`config.mk`:
```
export PLATFORM = sky130hd
export DESIGN_NAME = mem_stage_lsu
export DESIGN_NICKNAME = d
export VERILOG_FILES = /design/src/rtl/mem_stage_lsu.sv
export SDC_FILE = /design/constraint.sdc
export NUM_CORES = 1
export LEC_CHECK = 0
export ABC_AREA = 1
export CORE_AREA = 2 2 126 128
export CTS_CLUSTER_DIAMETER = 100
export CTS_CLUSTER_SIZE = 12
export DETAILED_ROUTE_END_ITERATION = 8
export DIE_AREA = 0 0 128 130
export DONT_BUFFER_PORTS = 1
export MAX_ROUTING_LAYER = met4
export SYNTH_ARGS = -nofsm -noshare
export SYNTH_HDL_FRONTEND = slang
export SYNTH_SLANG_ARGS = --single-unit
```
`constraint.sdc`:
```
create_clock -name clk -period 3.65 [get_ports clk]
set_clock_uncertainty 0.05 [all_clocks]
set_input_delay 0.365 -clock clk [delete_from_list [all_inputs] [get_ports clk]]
set_output_delay 0.365 -clock clk [all_outputs]
set_load 0.01 [all_outputs]
```
`src/rtl/mem_stage_lsu.sv`:
```
// mem_stage_lsu: MEM-stage load/store unit driving a req/gnt/rvalid data port and the MEM/WB beat
module mem_stage_lsu #(
    parameter int XLEN   = 32,
    parameter int REG_AW = 5
) (
    input  logic              clk,
    input  logic              reset,
    input  logic              ex_valid_i,
    input  logic [XLEN-1:0]   ex_result_i,
    input  logic [XLEN-1:0]   ex_store_data_i,
    input  logic              ex_is_load_i,
    input  logic              ex_is_store_i,
    input  logic [1:0]        ex_size_i,
    input  logic              ex_unsigned_i,
    input  logic [REG_AW-1:0] ex_rd_i,
    input  logic              ex_wb_en_i,
    output logic              dmem_req_o,
    output logic              dmem_we_o,
    output logic [XLEN-1:0]   dmem_addr_o,
    output logic [3:0]        dmem_be_o,
    output logic [XLEN-1:0]   dmem_wdata_o,
    input  logic              dmem_gnt_i,
    input  logic              dmem_rvalid_i,
    input  logic [XLEN-1:0]   dmem_rdata_i,
    output logic              stall_o,
    output logic              misaligned_o,
    output logic              wb_valid_o,
    output logic              wb_en_o,
    output logic [REG_AW-1:0] wb_rd_o,
    output logic [XLEN-1:0]   wb_data_o
);
    typedef enum logic [1:0] {IDLE, REQ, WAIT} state_t;
    state_t state, state_nx;
    logic [1:0] a, lat_off, lat_size;
    logic lat_uns, lat_wb_en, mem_op, aligned;
    logic [REG_AW-1:0] lat_rd;
    logic [3:0] be_nx;
    logic [XLEN-1:0] wdata_nx, sh, ld_data;
    assign a = ex_result_i[1:0];
    assign mem_op = ex_valid_i && (ex_is_load_i || ex_is_store_i);
    assign aligned = ex_size_i == 2'b00 || (ex_size_i == 2'b01 && !a[0]) || (ex_size_i == 2'b10 && a == 2'b00);
    assign be_nx = ex_size_i == 2'b00 ? 4'b0001 << a : ex_size_i == 2'b01 ? 4'b0011 << {a[1], 1'b0} : 4'b1111;
    assign wdata_nx = !ex_is_store_i ? '0 :
                      ex_size_i == 2'b00 ? {4{ex_store_data_i[7:0]}} :
                      ex_size_i == 2'b01 ? {2{ex_store_data_i[15:0]}} : ex_store_data_i;
    assign sh = dmem_rdata_i >> {lat_off, 3'b000};
    assign ld_data = lat_size == 2'b00 ? {{24{!lat_uns && sh[7]}}, sh[7:0]} :
                     lat_size == 2'b01 ? {{16{!lat_uns && sh[15]}}, sh[15:0]} : sh;
    assign stall_o = state != IDLE;
    always_ff @(posedge clk or negedge reset) begin
        if (!reset) state <= IDLE;
        else state <= state_nx;
    end
    always_comb begin
        state_nx = state;
        if (state == IDLE && mem_op && aligned) state_nx = REQ;
        else if (state == REQ && dmem_gnt_i) state_nx = dmem_we_o ? IDLE : WAIT;
        else if (state == WAIT && dmem_rvalid_i) state_nx = IDLE;
    end
    always_ff @(posedge clk or negedge reset) begin
        if (!reset) begin
            dmem_req_o   <= 1'b0;
            dmem_we_o    <= 1'b0;
            dmem_addr_o  <= '0;
            dmem_be_o    <= '0;
            dmem_wdata_o <= '0;
            misaligned_o <= 1'b0;
            wb_valid_o   <= 1'b0;
            wb_en_o      <= 1'b0;
            wb_rd_o      <= '0;
            wb_data_o    <= '0;
            lat_off      <= '0;
            lat_size     <= '0;
            lat_uns      <= 1'b0;
            lat_rd       <= '0;
            lat_wb_en    <= 1'b0;
        end else begin
            wb_valid_o   <= 1'b0;
            misaligned_o <= 1'b0;
            if (state == IDLE && ex_valid_i) begin
                if (!ex_is_load_i && !ex_is_store_i) begin
                    wb_valid_o <= 1'b1;
                    wb_en_o    <= ex_wb_en_i;
                    wb_rd_o    <= ex_rd_i;
                    wb_data_o  <= ex_result_i;
                end else if (!aligned) begin
                    misaligned_o <= 1'b1;
                end else begin
                    dmem_req_o   <= 1'b1;
                    dmem_we_o    <= ex_is_store_i;
                    dmem_addr_o  <= {ex_result_i[XLEN-1:2], 2'b00};
                    dmem_be_o    <= be_nx;
                    dmem_wdata_o <= wdata_nx;
                    lat_off      <= a;
                    lat_size     <= ex_size_i;
                    lat_uns      <= ex_unsigned_i;
                    lat_rd       <= ex_rd_i;
                    lat_wb_en    <= ex_wb_en_i;
                end
            end
            if (state == REQ && dmem_gnt_i) begin
                dmem_req_o <= 1'b0;
                if (dmem_we_o) begin
                    wb_valid_o <= 1'b1;
                    wb_en_o    <= 1'b0;
                    wb_rd_o    <= lat_rd;
                end
            end
            if (state == WAIT && dmem_rvalid_i) begin
                wb_valid_o <= 1'b1;
                wb_en_o    <= lat_wb_en;
                wb_rd_o    <= lat_rd;
                wb_data_o  <= ld_data;
            end
        end
    end
endmodule

```
# == Yosys cells after proc, flatten, opt, wreduce, memory -nomap -nowiden ==
# Cells that the tools add are included.
# Widths: inputs -> output; s select.
# word_totals
ff_bits,121
inputBits,112
word_cells,93
# classes
n_eq_ne,6
shifts,3
n_mux,36
n_bitwise,1
n_reduce_logical,31
# ops
op,n
$mux 32,8
$shr 32x5->32,1
$mux 5,5
$mux 1,17
$logic_and 1x1->1,11
$reduce_bool 2->1,5
$logic_not 2->1,4
$mux 2,4
$mux 4,2
$eq 2x1->1 const B,3
$reduce_and 3->1,2
$eq 2x2->1 const B,2
$logic_not 1->1,4
$shl 1x2->4 const A,1
$shl 2x2->4 const A,1
$logic_or 1x1->1,3
$reduce_bool 3->1,1
$ne 2x2->1 const B,1
$reduce_and 2->1,1
$not 1->1,1

# == Depth between registers and ports, before layout ==
# Gate-level depths: netlist of the first run.
# depth
depth_word,8
mapped_depth,12
depth_no_buf,10

# == Worst setup path before layout of the first run ==
# No wires, ideal clock.
# synth_timing
path_kind,input -> register
start,in ex_size_i[1]
end,reg dmem_be_o[3]
arrival_ns,1.235
required_ns,3.476
path_slack_ns,2.241
stages,9
path_buffers,3
path_cell_list,buf_6 nor2_4 o21ai_2 inv_2 nand2_4 buf_6 buf_2 nand2_1 nand3_1
# synth_via
elab_chain_cells,5
elab_cells_between_ends,10
cone_classes,eq/ne: 2; mux: 2; reduce/logical: 6
# synth_rtl
item,line,rtl
"start, declared",13,"input logic [1:0] ex_size_i,"
$eq 2x1->1,"41, 42",
$logic_and 1x1->1,41,assign aligned = ex_size_i == 2'b00 || (ex_size_i == 2'b01 && !a[0]) || (ex_size_i == 2'b10 && a == 2'b00);
$logic_or 1x1->1 (2 in a row),41,
$reduce_and 3->1 (no line),n/a,
"end signal, assigned",92,dmem_be_o <= be_nx;
"end, declared",20,"output logic [3:0] dmem_be_o,"
# Several ways; a longest one is shown, not always the timed one.
# A chain may end at the register's enable or synchronous reset.

# == Worst setup path after layout of the first run ==
# layout_timing
start,reg state[1]
end,reg wb_valid_o
# layout_via
elab_chain_cells,6
elab_cells_between_ends,10
cone_classes,eq/ne: 2; mux: 4; reduce/logical: 4
# layout_rtl
item,line,rtl
"start, declared",33,"state_t state, state_nx;"
"start signal, assigned",52,else state <= state_nx;
$logic_not 2->1,80,if (state == IDLE && ex_valid_i) begin
$logic_and 1x1->1,80,
$mux 1,80,
$mux 1,103,if (dmem_we_o) begin
$mux 1,101,if (state == REQ && dmem_gnt_i) begin
$mux 1 *,109,if (state == WAIT && dmem_rvalid_i) begin
"end signal, assigned",82,wb_valid_o <= 1'b1;
"end signal, assigned",104,wb_valid_o <= 1'b1;
"end signal, assigned",110,wb_valid_o <= 1'b1;
"end, declared",27,"output logic wb_valid_o,"
# Every way passes the cells marked *; elsewhere a longest branch is shown, timed or not.

==> results.json, run 1 <==
{
  "first_global_vias": 4768,
  "worst_hold_path.endpoint": "dmem_addr_o[4]",
  "grt_setup_unrepaired": "false",
  "synth_seq_cells": 121,
  "whs_path_depth": 2,
  "pre_cts_ws_ns": 1.04,
  "fin_crit_ns": 2.57,
  "synth_xor_xnor_area_share_pct": 0,
  "ctsHoldBuffers": 7,
  "grt_max_degree": 122,
  "firstDrtPassIters": 5,
  "clock.fmax_ghz": 0.389,
  "synth_area_um2": 6150,
  "hp-start": "ex_result_i[4]",
  "final_area_um2": 6860,
  "cts-resized-gates": 0,
  "rows": 46,
  "grt_use_met2_pct": 31.2,
  "grt_use_total_pct": 21.4,
  "syn_avg_cell_area_um2": 7.45,
  "grt_busiest_layer": "met2",
  "place_congestion": 0.879,
  "die_x_um": 128,
  "cp-start-kind": "register",
  "cts_sinks": 121,
  "rr_worst_depth": 5,
  "synthCells": 826,
  "finish.utilization_pct": 44.5,
  "yosysMostFrequentCell": "nand2_1",
  "seq_area_frac_synth_pct": 49.2,
  "critPathLaunch": "state[1]",
  "synth_flop_cell": "dfrtp_1",
  "synthAdderAreaFrac_pct": 0,
  "yosysWarningCount": 0,
  "grt_pass1_wl_um": 26500,
  "muxShareOfSynthArea_pct": 0,
  "r2r_setup_slack_ns": 1.08,
  "crit_required_ns": 3.90,
  "totalWireLength_um": 17200,
  "synth_cell_types": 30,
  "finalSetupViolCount": 0,
  "path_max_fanout": 32,
  "r2r-start": "state[1]",
  "synth_commonest_cells": "nand2_1 (389), dfrtp_1 (121), o21ai_0 (53)",
  "worst-slew-pin-transition_ns": 1.04,
  "start_util_pct": 39.9,
  "drc_errors": 0,
  "hold_path_class": "input port to register",
  "core_um2": 15400,
  "slew_headroom_pct": 30.3,
  "async_flop_share_pct": 100,
  "finalWorstSetupSlack_ns": 1.08,
  "synth_top_area_share_pct": 49.2,
  "placed_area_um2": 6120,
  "vias": 5141,
  "finalMaxSlewViolations": 0,
  "via_per_inst": 5.09,
  "met1_usage_pct": 27.3,
  "antenna_found_initial": 0,
  "synthSimpleGateAreaFrac_pct": 30.0,
  "fin_crit_sh_pct": 70.4,
  "num_antenna_cells": 0,
  "grtUsageMet3_pct": 8.16,
  "crit_type": "register to register",
  "cts_root_buffer": "clkbuf_16",
  "peakVddDrop_v": 0.000342,
  "power_density_nw_per_um2": 919,
  "gr-total-overflow": 0,
  "clockBufferDepth": 2,
  "layout-drive-gt1-share_pct": 7.95,
  "synth_edf_count": 0,
  "syn_to_final_growth_pct": 11.5,
  "yosysTopAreaCell": "dfrtp_1",
  "ios": 223,
  "hold_viol_final": 0,
  "power_leakage_uw": 0.00354,
  "die-area_um2": 16600,
  "timing.setup.tns_ns": 0,
  "first_iter_violations": 329,
  "status": "finished clean",
  "finalPower_uw": 6310,
  "numCtsBuffers": 17,
  "post-cts-setup-buffers": 0,
  "htreeDepth": 4,
  "synth_compound_area_share_pct": 12.3,
  "cts_tree": "built",
  "avgRoutedWirePerCell_um": 17.1,
  "fin_nets": 917,
  "synth_area_leaders": "dfrtp_1 (49%), nand2_1 (24%), o21ai_0 (4.3%)",
  "worstPathArrival_ns": 2.81,
  "max_cap_violations": 0,
  "die_h_um": 130,
  "clk_pin_slew_worst_paths_ns": 0.06,
  "timing.rr.end": "wb_valid_o",
  "dp_hpwl_um": 11900,
  "antenna_left": 0,
  "insertion_delay_ns": 0.42,
  "io_buffers": 0,
  "synth_top_family_by_area": "simple AND/OR/NAND/NOR gates",
  "endpoint_kind": "register",
  "n_fill_cell": 1564
}
==> state kept, by name (all words and copies together), names as in the netlist <==
register      flops
dmem_wdata_o     32
wb_data_o        32
dmem_addr_o      30
lat_rd            5
wb_rd_o           5
dmem_be_o         4
lat_off           2
lat_size          2
state             2
dmem_req_o        1
dmem_we_o         1
lat_uns           1
lat_wb_en         1
misaligned_o      1
wb_en_o           1
wb_valid_o        1
==> worst max-delay path, cell delays in order (launching register included) <==
cell     delay [ns]
dfrtp_1        0.40
nand2_1        0.12
nor2_4         0.10
inv_1          0.78
o21ai_1        0.56
or2_2          0.43
==> logic make-up (layout without fill, tap and decap cells) <==
family | count (synthesis) | count (layout)
flops | 121 | 121
compound gates | 138 | 138
other cells | 1 | 2
simple gates | 459 | 459
buf+inv | 107 | 98
==> cells in the final DEF, fill, tap and decap left out <==
cell type and count:
inv_6 3, or2_1 1, a21oi_2 1, clkbuf_8 1, clkinv_4 3, nor3_1 2, o22ai_1 1, buf_4 2
clkbuf_16 17, o21ai_1 21, nor2_1 9, o21ai_0 53, nand2_4 2, buf_16 1, nor2_2 3, dlygate4sd3_1 6
inv_1 51, nand3_1 45, nor2_4 4, nand2_2 3, a21oi_1 42, clkinv_2 2, inv_4 1, o211ai_1 8
clkinvlp_4 2, o21a_1 2, conb_1 2, bufinv_16 5, nand2_1 389, o21ai_2 10, inv_2 4, dfrtp_1 121
or2_2 1
==> routing by layer <==
layer / share of wire [%] / vias up
met5: 0 / -
met2: 44 / 190
met1: 44 / 2367
li1: - / 2557
met3: 9.1 / 27
met4: 2.4 / 0
==> report_power, final <==
group          switching [uW]  total [uW]  internal [uW]
logic                    1070        1650            577
registers                 811        2780           1970
clock network             645        1880           1230
==> metrics by stage <==
stage          instances  hold WS (ns)
2_1_floorplan        827        0.0194
3_3_place_gp         971        0.0238
3_5_place_dp         971        0.0267
4_1_cts             1010       0.00587
5_1_grt             1010        0.0185
6_report            1010        0.0177
==> worst max path at each step <==
stage	depth (start not counted)	slack (ns)	endpoint
CTS	5	1.03	wb_valid_o
detailed placement	5	1.04	wb_valid_o
floorplan	9	2.24	dmem_be_o[3]
global route	5	0.85	wb_valid_o
finish	5	1.08	wb_valid_o
global placement	5	1.11	wb_valid_o
==> area by class of cell <==
type | instances | area [um^2] | area share, %
Multi-Input combinational cell | 599 | 2610 | 38.1
Tap cell | 192 | 240 | 3.50
Clock buffer | 18 | 439 | 6.40
Inverter | 57 | 221 | 3.23
Sequential cell | 121 | 3030 | 44.1
Timing Repair Buffer | 9 | 103 | 1.49
Clock inverter | 14 | 219 | 3.19
Power figures use the tool's default switching activity.
==> run 2: changes to the inputs <==
- clock period: 3.65 -> 2.4 ns (I/O delays scaled with it)
==> run 2 against run 1 <==
The run now ends with hold timing left. Flip-flop and latch count unchanged. Clock-buffer cell count increased by 1. Non-clock buffer count increased by 62. First-iteration DRC count increased by 7.9%. Power increased by 55%. Maximum frequency increased by 20%. Sequential share of layout area decreased by 3.6 points. Final area increased by 9.0%. Final cell count increased by 6.0%. Critical endpoint is now wb_data_o[26]. Largest power group unchanged.
==> results.json, run 2 (same netlist as run 1, synthesis figures left out) <==
{
  "status": "finished, violations left",
  "violations": "hold timing",
  "worstPathArrival_ns": 2.40,
  "io_buffers": 0,
  "fin_nets": 979,
  "cts_tree": "built",
  "hold_viol_final": 121,
  "antenna_left": 0,
  "fin_crit_ns": 2.14,
  "core_um2": 15400,
  "slew_headroom_pct": 36.9,
  "reg.largest.list": "dmem_wdata_o (32), wb_data_o (32), dmem_addr_o (30)",
  "first_iter_violations": 355,
  "syn_to_final_growth_pct": 21.5,
  "grt_pass1_wl_um": 27600,
  "cts_sinks": 121,
  "worst-slew-pin-transition_ns": 0.945,
  "num_antenna_cells": 0,
  "finalSetupViolCount": 0,
  "avgRoutedWirePerCell_um": 16.5,
  "die-area_um2": 16600,
  "rows": 46,
  "drc_errors": 0,
  "clock.fmax_ghz": 0.467,
  "hold_ws_ns": -0.531,
  "clockBufferDepth": 2,
  "cts_root_buffer": "clkbuf_16",
  "htreeDepth": 4,
  "vias": 5423,
  "layout-drive-gt1-share_pct": 7.85,
  "timing.setup.tns_ns": 0,
  "final_cell_mix": "nand2_1 (389), dfrtp_1 (121), dlygate4sd3_1 (63), o21ai_0 (53), inv_1 (51)",
  "hold_path_class": "input port to asynchronous set/reset pin",
  "totalWireLength_um": 17600,
  "finish.utilization_pct": 48.5,
  "finalPower_uw": 9780,
  "cp-start-kind": "register",
  "path_max_fanout": 43,
  "power_density_nw_per_um2": 1310,
  "clk_pin_slew_worst_paths_ns": 0.05,
  "die_h_um": 130,
  "ctsHoldBuffers": 63,
  "cts-resized-gates": 0,
  "antenna_found_initial": 0,
  "first_global_vias": 5011,
  "post-cts-setup-buffers": 0,
  "ios": 223,
  "power_leakage_uw": 0.00382,
  "dp_cells": 977,
  "grt_setup_unrepaired": "false",
  "firstDrtPassIters": 5,
  "grt_use_total_pct": 22.3,
  "start_util_pct": 39.9,
  "numCtsBuffers": 17,
  "grt_max_degree": 122,
  "crit_type": "register to register",
  "finalMaxSlewViolations": 0,
  "insertion_delay_ns": 0.41,
  "layout_commonest_cell": "nand2_1",
  "die_x_um": 128,
  "place_congestion": 0.876,
  "max_cap_violations": 0,
  "peakVddDrop_v": 0.000580,
  "endpoint_kind": "register",
  "stdcell_count": 1071,
  "fin_crit_sh_pct": 89.2,
  "crit_required_ns": 2.66,
  "dp_hpwl_um": 11900,
  "via_per_inst": 5.06,
  "gr-total-overflow": 0
}
run 2: changes by cell type in the layout (fill, tap and decap cells not counted), sizes merged:
cell	previous run	this run
dlygate4sd3	6	63
clkinv	5	4
buf	3	8
inv	59	58
clkbuf	18	19
clkinvlp	2	1
bufinv	5	6
run 2: worst paths after layout:
path	from	end	slack (ns)	depth (start not counted)
min	reset	wb_rd_o[1]	-0.53	0
max reg2reg	state[0]	wb_data_o[26]	0.26	8
min in group clk	ex_size_i[1]	dmem_wdata_o[22]	0.01	4
max	state[0]	wb_data_o[26]	0.26	8
min reg2reg	lat_rd[0]	lat_rd[0]	0.44	2
max in group asynchronous	reset	dmem_addr_o[5]	2.65	0
run 2: worst max-delay path, stage by stage (launching register included):
cell	delay [ns]
dfrtp_1	0.44
nor2_2	0.07
nand2_2	0.11
nor2_4	0.09
nor2_4	0.72
buf_4	0.34
a21oi_1	0.07
nand2_1	0.08
nand2_1	0.04
run 2: report_power, final:
part	switching (uW)	internal (uW)
combinational	1660	998
clock	939	1990
sequential	1190	3000
total	3790	5990
run 2: metal layers:
layer  global-route usage [%]  vias to the layer above  part of all wire (%)
met3                     9.02                       23                   9.0
met1                     28.4                     2511                    44
met2                     32.3                      200                    45
met5                        -                        -                     0
li1                         -                     2689                     -
met4                     7.69                        0                   2.0
run 2: area by class of cell:
cell class	count	area [um^2]
fillers	1528	7950
flip-flops and latches	121	3030
multi-input cells	599	2610
repair buffers	71	703
clock buffers	19	453
well taps	192	240
inverters	57	221
clock inverters	12	220
run 2: through the flow:
| stage | hold WS, ns | cell area (um^2) | setup slack (ns) |
|---|---|---|---|
| final | -0.531 | 7480 | 0.259 |
| after global routing | -0.557 | 7480 | 0.0386 |
| after CTS | -0.545 | 7480 | 0.257 |
| after detailed placement | -0.0987 | 6170 | 0.270 |
| after global placement | -0.101 | 6170 | 0.323 |
| after floorplan | -0.106 | 6160 | 0.992 |
